<file path="src/rtl/uart_tx_ctrl.sv">
// UART TX frame sequencer: start, DATA_W data bits, optional parity, 1 or 2 stop bits.
// Latency: a Data_Valid accepted at edge N puts the start bit on the line from cycle N+1.
// Backpressure: none. busy is advisory, and a strobe the block cannot take is dropped and flagged on ovr_err.
module uart_tx_ctrl #(
    parameter int DATA_W = 8
) (
    input  logic              CLK,
    input  logic              RST,
    input  logic              Data_Valid,
    input  logic [DATA_W-1:0] P_DATA,
    input  logic              PAR_EN,
    input  logic              PAR_TYP,
    input  logic              STOP2,
    input  logic              ser_done,
    output logic              ser_en,
    output logic [1:0]        mux_sel,
    output logic              par_bit,
    output logic              busy,
    output logic              ovr_err,
    output logic              frame_err
);

    localparam int CNT_W = $clog2(DATA_W) + 1;

    typedef enum logic [2:0] {
        S_IDLE,
        S_START,
        S_DATA,
        S_PARITY,
        S_STOP1,
        S_STOP2
    } state_t;

    state_t           state, state_nxt;
    logic [CNT_W-1:0] bit_cnt;
    logic             par_en_q;
    logic             stop2_q;
    logic             last_stop;
    logic             accept;
    logic             data_last;
    logic             data_exit;

    // The final stop cycle doubles as an accept slot so frames can run back-to-back.
    assign last_stop = (state == S_STOP2) || ((state == S_STOP1) && !stop2_q);
    assign accept    = Data_Valid && ((state == S_IDLE) || last_stop);
    assign data_last = (bit_cnt == CNT_W'(DATA_W - 1));
    assign data_exit = ser_done || data_last;

    always_comb begin
        state_nxt = state;
        mux_sel   = 2'b01;
        ser_en    = 1'b0;
        busy      = (state != S_IDLE);
        case (state)
            S_IDLE: begin
                if (accept) state_nxt = S_START;
            end
            S_START: begin
                mux_sel   = 2'b00;
                ser_en    = 1'b1;
                state_nxt = S_DATA;
            end
            S_DATA: begin
                mux_sel = 2'b10;
                ser_en  = ~ser_done;
                if (data_exit) state_nxt = par_en_q ? S_PARITY : S_STOP1;
            end
            S_PARITY: begin
                mux_sel   = 2'b11;
                state_nxt = S_STOP1;
            end
            S_STOP1: begin
                if (stop2_q)     state_nxt = S_STOP2;
                else if (accept) state_nxt = S_START;
                else             state_nxt = S_IDLE;
            end
            S_STOP2: begin
                state_nxt = accept ? S_START : S_IDLE;
            end
            default: state_nxt = S_IDLE;
        endcase
    end

    always_ff @(posedge CLK) begin
        if (RST) begin
            state     <= S_IDLE;
            bit_cnt   <= '0;
            par_en_q  <= 1'b0;
            stop2_q   <= 1'b0;
            par_bit   <= 1'b0;
            ovr_err   <= 1'b0;
            frame_err <= 1'b0;
        end else begin
            state <= state_nxt;
            if (state == S_START)     bit_cnt <= '0;
            else if (state == S_DATA) bit_cnt <= bit_cnt + 1'b1;
            if (accept) begin
                par_en_q <= PAR_EN;
                stop2_q  <= STOP2;
                par_bit  <= (^P_DATA) ^ PAR_TYP;
            end
            ovr_err   <= Data_Valid && !accept && (state != S_IDLE);
            // Fault when the serializer's done pulse and the counter disagree on the last bit.
            frame_err <= (state == S_DATA) && data_exit && (ser_done != data_last);
        end
    end

endmodule
</file>
<file path="config.mk">
export PLATFORM = sky130hd
export DESIGN_NAME = uart_tx_ctrl
export DESIGN_NICKNAME = d
export VERILOG_FILES = /design/src/rtl/uart_tx_ctrl.sv
export SDC_FILE = /design/constraint.sdc
export NUM_CORES = 1
export LEC_CHECK = 0
export CAP_MARGIN = 10
export CORE_MARGIN = 2
export CORE_UTILIZATION = 41
export DETAILED_ROUTE_END_ITERATION = 12
export GPL_TIMING_DRIVEN = 0
export PLACE_DENSITY = 0.79
export SYNTH_ARGS = -nofsm -noshare
export SYNTH_HDL_FRONTEND = slang
export SYNTH_SLANG_ARGS = --single-unit
</file>
<file path="constraint.sdc">
create_clock -name CLK -period 1.4 [get_ports CLK]
set_clock_uncertainty 0.15 [all_clocks]
set_input_delay 0.21 -clock CLK [delete_from_list [all_inputs] [get_ports CLK]]
set_output_delay 0.21 -clock CLK [all_outputs]
set_load 0.1 [all_outputs]
</file>
Yosys cells after proc, flatten, opt, wreduce, memory -nomap -nowiden
Index checks and enable logic that the tools add are counted.

storage, ports and cells
  flip-flop bits (word level) = 12
  bits of input ports = 15
  output and inout port bits = 7

operators by class
  add/subtract/negate cells = 1
  eq/ne operators = 9
  mux-type cells = 8
  bitwise operators = 2
  reduce and logical (&&, ||, !) cells = 16

operators by type and width
  kind                 number
  $pmux 3 s6           1
  $mux 3               4
  $reduce_xor 8->1     1
  $eq 3x2->1 const B   2
  $eq 3x3->1 const B   2
  $logic_and 1x1->1    6
  $pmux 2 s3           1
  $add 4x1->4 const B  1
  $eq 4x3->1 const B   1
  $ne 2x2->1 const B   2
  $eq 3x1->1 const B   1
  $logic_not 3->1      1
  $logic_or 1x1->1     3
  $reduce_bool 3->1    1
  $logic_not 1->1      2
  $pmux 1 s2           1
  $reduce_and 2->1     1
  $reduce_or 2->1      1
  $mux 1               1
  $ne 1x1->1           1
  $not 1->1            1
  $xor 1x1->1          1

Logic depth before layout (Yosys ltp)
  word-level depth = 8
  mapped depth = 6
  mapped depth without buffers = 6

Least setup slack after synthesis
OpenSTA, ideal clock, no wires.

  kind = register to output
  start point = register state[0]
  end point = output port ser_en
  data arrival time = 2.090 ns
  data required time = 1.040 ns
  cell stages (with the launch flop) = 5
  path buffers = 1
  slack = -1.050 ns
  cells stage by stage = dfxtp_1 clkbuf_1 nand2b_1 o21ai_0 nor2b_1

on the way
  cells in the longest elaborated chain, start to end = 2
  elaborated cells on any way between the ends = 3

RTL lines
  what                                      line  RTL
  from (decl)                               34    state_t state, state_nxt;
  from (signal assigned)                    94    state <= state_nxt;
  $eq 3x2->1 or $eq 3x1->1 (tied branches)  54    case (state)
  $pmux 1 s2 (*)                            54
  to (decl)                                 15    output logic ser_en,

Every way passes the cells marked *; elsewhere a longest branch is shown, timed or not.

Final worst setup path
  start point = register state[0]
  end point = output port busy

on the way
  cells in the longest elaborated chain, start to end = 1

RTL lines
  what               line  RTL
  $reduce_bool 3->1  53    busy = (state != S_IDLE);
  to (decl)          18    output logic busy,

Every way passes these cells.

==> impl_metrics.csv <==
group,metric,value,unit
setup_path,worstSetupEndpointType,"output pin",
timing,fin_crit_sh,122,%
timing,rsz0062_at_grt,"true",
clock_tree,cts_max_level,1,
pwr,pwr_density_cell,1150,nW/um^2
synthesis,async_flop_share,0,%
synthesis,yosys_warnings,0,
timing,hold_viol_final,0,
hold_path,hold_path_class,"input pin to register",
drt,drt_iter0_markers,32,
global_routing,grt_start_max_net_pins,11,
pwr,ir_drop,0.814,mV
synthesis,synthTopCellsByArea,"dfxtp_1, a21oi_1, mux2i_1, nor2_1, xnor2_1",
synthesis,synthDistinctLibCells,34,
timing,hold_ws,0.142,ns
synthesis,synth_top_cell_by_area,"dfxtp_1",
setup_path,crit_path_max_incr_delay,0.38,ns
synthesis,synth_edf_count,0,
global_routing,grt-ovfl-total,0,
global_routing,grt_antenna_before_repair,0,
die,dieArea,2210,sq um
drt,wirelength,2.77,mm
die,die_y,47.0,um
synthesis,ys_ff_latch,12,
cells_and_area,final_area,1430,sq um
timing,report.final.slew_viol_count,0,
synthesis,syn_nets,108,
setup_path,crit_chain,"clkbuf_8 > or3_4 > buf_12",
timing,setup_viol,11,
die,dieWidth,47.0,um
cells_and_area,num-nets-final,153,
setup_path,crit_family,"flip-flops",
synthesis,avgSynthCellArea,8.32,sq um
drt,drt_first_pass_iters,4,
cells_and_area,drive_gt1_share,47.0,%
cells_and_area,fin_cells,159,
place,dp_cells,137,
pwr,p_sw,0.000727,W
cells_and_area,fin_util,82.7,%
timing,min_period,1.70,ns
pwr,seqPwrFrac,25.2,%
clock_tree,clock_sink_count,12,
setup_path,worstSetupPathType,"register to output pin",
timing,worst_pin_slew,0.303,ns
place,gp_congestion,0.800,
clock_tree,root_buffer,"clkbuf_4",
drt,ant_nets,0,
pwr,switching_share,44.2,%
drt,wl_per_cell,17.4,um
run_status,violations,"negative setup slack",
synthesis,yosysSeqAreaShare,31.7,%
setup_path,cp.arrival,1.34,ns
hold_path,hold_start,"Data_Valid",
setup_path,required,1.04,ns
cells_and_area,layout_commonest_cell,"buf_4",
timing,layout_setup_ws,-0.304,ns
drt,vias,889,
synthesis,netlist.area_leader.share,31.7,%
flow_run,cap_violations,0,
die,core,1730,sq um
setup_path,start_kind,"register",
setup_path,path_buf_inv,2,
pwr,power_frac_comb,61.7,%
clock_tree,clk_pin_slew,0.08,ns
timing,max_freq,587,MHz
synthesis,ys.flop_type,"dfxtp_1",
pwr,power.leakage,0.621,nW
clock_tree,clock_latency,0.28,ns
clock_tree,clockBufferDepth,2,
timing,timing.slew.headroom,79.9,%
cells_and_area,synthToLayoutAreaGrowth,88.6,%
drt,drc,0,
synthesis,synth_area,757,sq um
pwr,internal_power,0.000917,W
drt,viasPerCell,5.59,
synthesis,syn_inst,91,
clock_tree,numCtsBuffers,3,
setup_path,crit_start,"state[0]",
setup_path,crit_slowest_cell,"dfxtp_4",
run_status,status,"finished, violations left",
setup_path,cp_max_fo,4,
clock_tree,cts_tree,"done",
place,placed_cell_area,1040,sq um
setup_path,rr_startpoint,"state[2]",
cells_and_area,fillers,100,
die,ios,22,
pwr,clock_power_share,13.1,%
global_routing,grt_pass1_wl,3.86,mm
global_routing,grt_pass1_vias,873,
cells_and_area,layout_common_cells,"buf_4, buf_6, nor2_1",
global_routing,grt_util_all_layers,25.7,%
die,rows,15,
place,dp.final_hpwl,1.20,mm
cells_and_area,antennaDiodeCount,0,
die,start_util,43.8,%
place,io_buffer_count,21,
-- cell families (layout without fill, tap and decap cells) --
| group | Yosys count | after routing | share of synthesized area, % |
|---|---|---|---|
| xor+xnor | 6 | 6 | 8.76 |
| fa+ha+maj | 2 | 2 | 3.31 |
| simple gates | 35 | 35 | 26.8 |
| buf+inv | 10 | 53 | 5.29 |
| flops | 12 | 12 | 31.7 |
| mux | 4 | 4 | 5.29 |
| compound gates | 22 | 22 | 18.8 |
-- sequential cells by signal, indices dropped and copies added, names as in the netlist --
register	cells
par_bit	1
par_en_q	1
state	3
frame_err	1
stop2_q	1
bit_cnt	4
ovr_err	1
-- layout make-up --
cell class	count	area [sq um]	share of cell area [%]
Sequential cell	12	259	18.1
Timing Repair Buffer	43	437	30.6
Tap cell	25	31.3	2.19
Multi-Input combinational cell	69	608	42.6
Buffer	4	55.1	3.86
Clock buffer	3	22.5	1.58
Inverter	3	15.0	1.05
-- metal layers --
| layer | routed length [um] | GRT usage, % | share of wire (%) |
|---|---|---|---|
| met3 | 202 | 8.85 | 7.3 |
| met1 | 1120 | 30.0 | 41 |
| met2 | 1360 | 42.2 | 49 |
| met4 | 87 | 12.2 | 3.1 |
| met5 | 0 | 0 | 0 |
-- power by group through the flow --
stage | logic [W] | registers (W) | clock network, W
floorplan | 0.000509 | 0.000457 | 0
global placement | 0.000722 | 0.000394 | 0
detailed placement | 0.000731 | 0.000395 | 0
CTS | 0.000937 | 0.000403 | 0.000211
global route | 0.00105 | 0.000417 | 0.000236
finish | 0.00101 | 0.000414 | 0.000216
-- metrics by stage --
| step | power [W] | worst slack [ns] | TNS (ns) |
|---|---|---|---|
| 2_1_floorplan | 0.000966 | -0.203 | -0.895 |
| 3_3_place_gp | 0.00112 | -1.08 | -7.09 |
| 3_5_place_dp | 0.00113 | -1.11 | -7.40 |
| 4_1_cts | 0.00155 | -0.299 | -1.54 |
| 5_1_grt | 0.00170 | -0.332 | -2.66 |
| 6_report | 0.00164 | -0.304 | -1.98 |
-- final timing paths --
| path | end | slack (ns) | cells after the start |
|---|---|---|---|
| max | busy | -0.30 | 3 |
| min | ovr_err | 0.14 | 2 |
| max reg2reg | par_bit | -0.24 | 6 |
| min reg2reg | par_bit | 0.38 | 2 |
-- synth_stat cells (2+ instances only) --
| library cell | instances |
|---|---|
| nor2_1 | 10 |
| a21o_1 | 2 |
| o21ai_0 | 5 |
| mux2i_1 | 4 |
| nand3_1 | 2 |
| clkbuf_1 | 4 |
| xnor2_1 | 4 |
| ha_1 | 2 |
| inv_1 | 3 |
| nor2b_1 | 4 |
| buf_2 | 2 |
| nand3b_1 | 3 |
| a21oi_1 | 8 |
| nand2b_1 | 5 |
| a2bb2oi_1 | 2 |
| nand2_1 | 2 |
| dfxtp_1 | 12 |
-- timing repair --
item	in CTS	in global routing
gates cloned	0	0
buffers inserted	19	5
pin swaps	14	10
gates resized for setup	90	23
endpoints found under the hold margin	0	0
setup endpoints to repair	16	18
hold buffers	0	0
No activity file was read; power rests on OpenSTA's default activity.
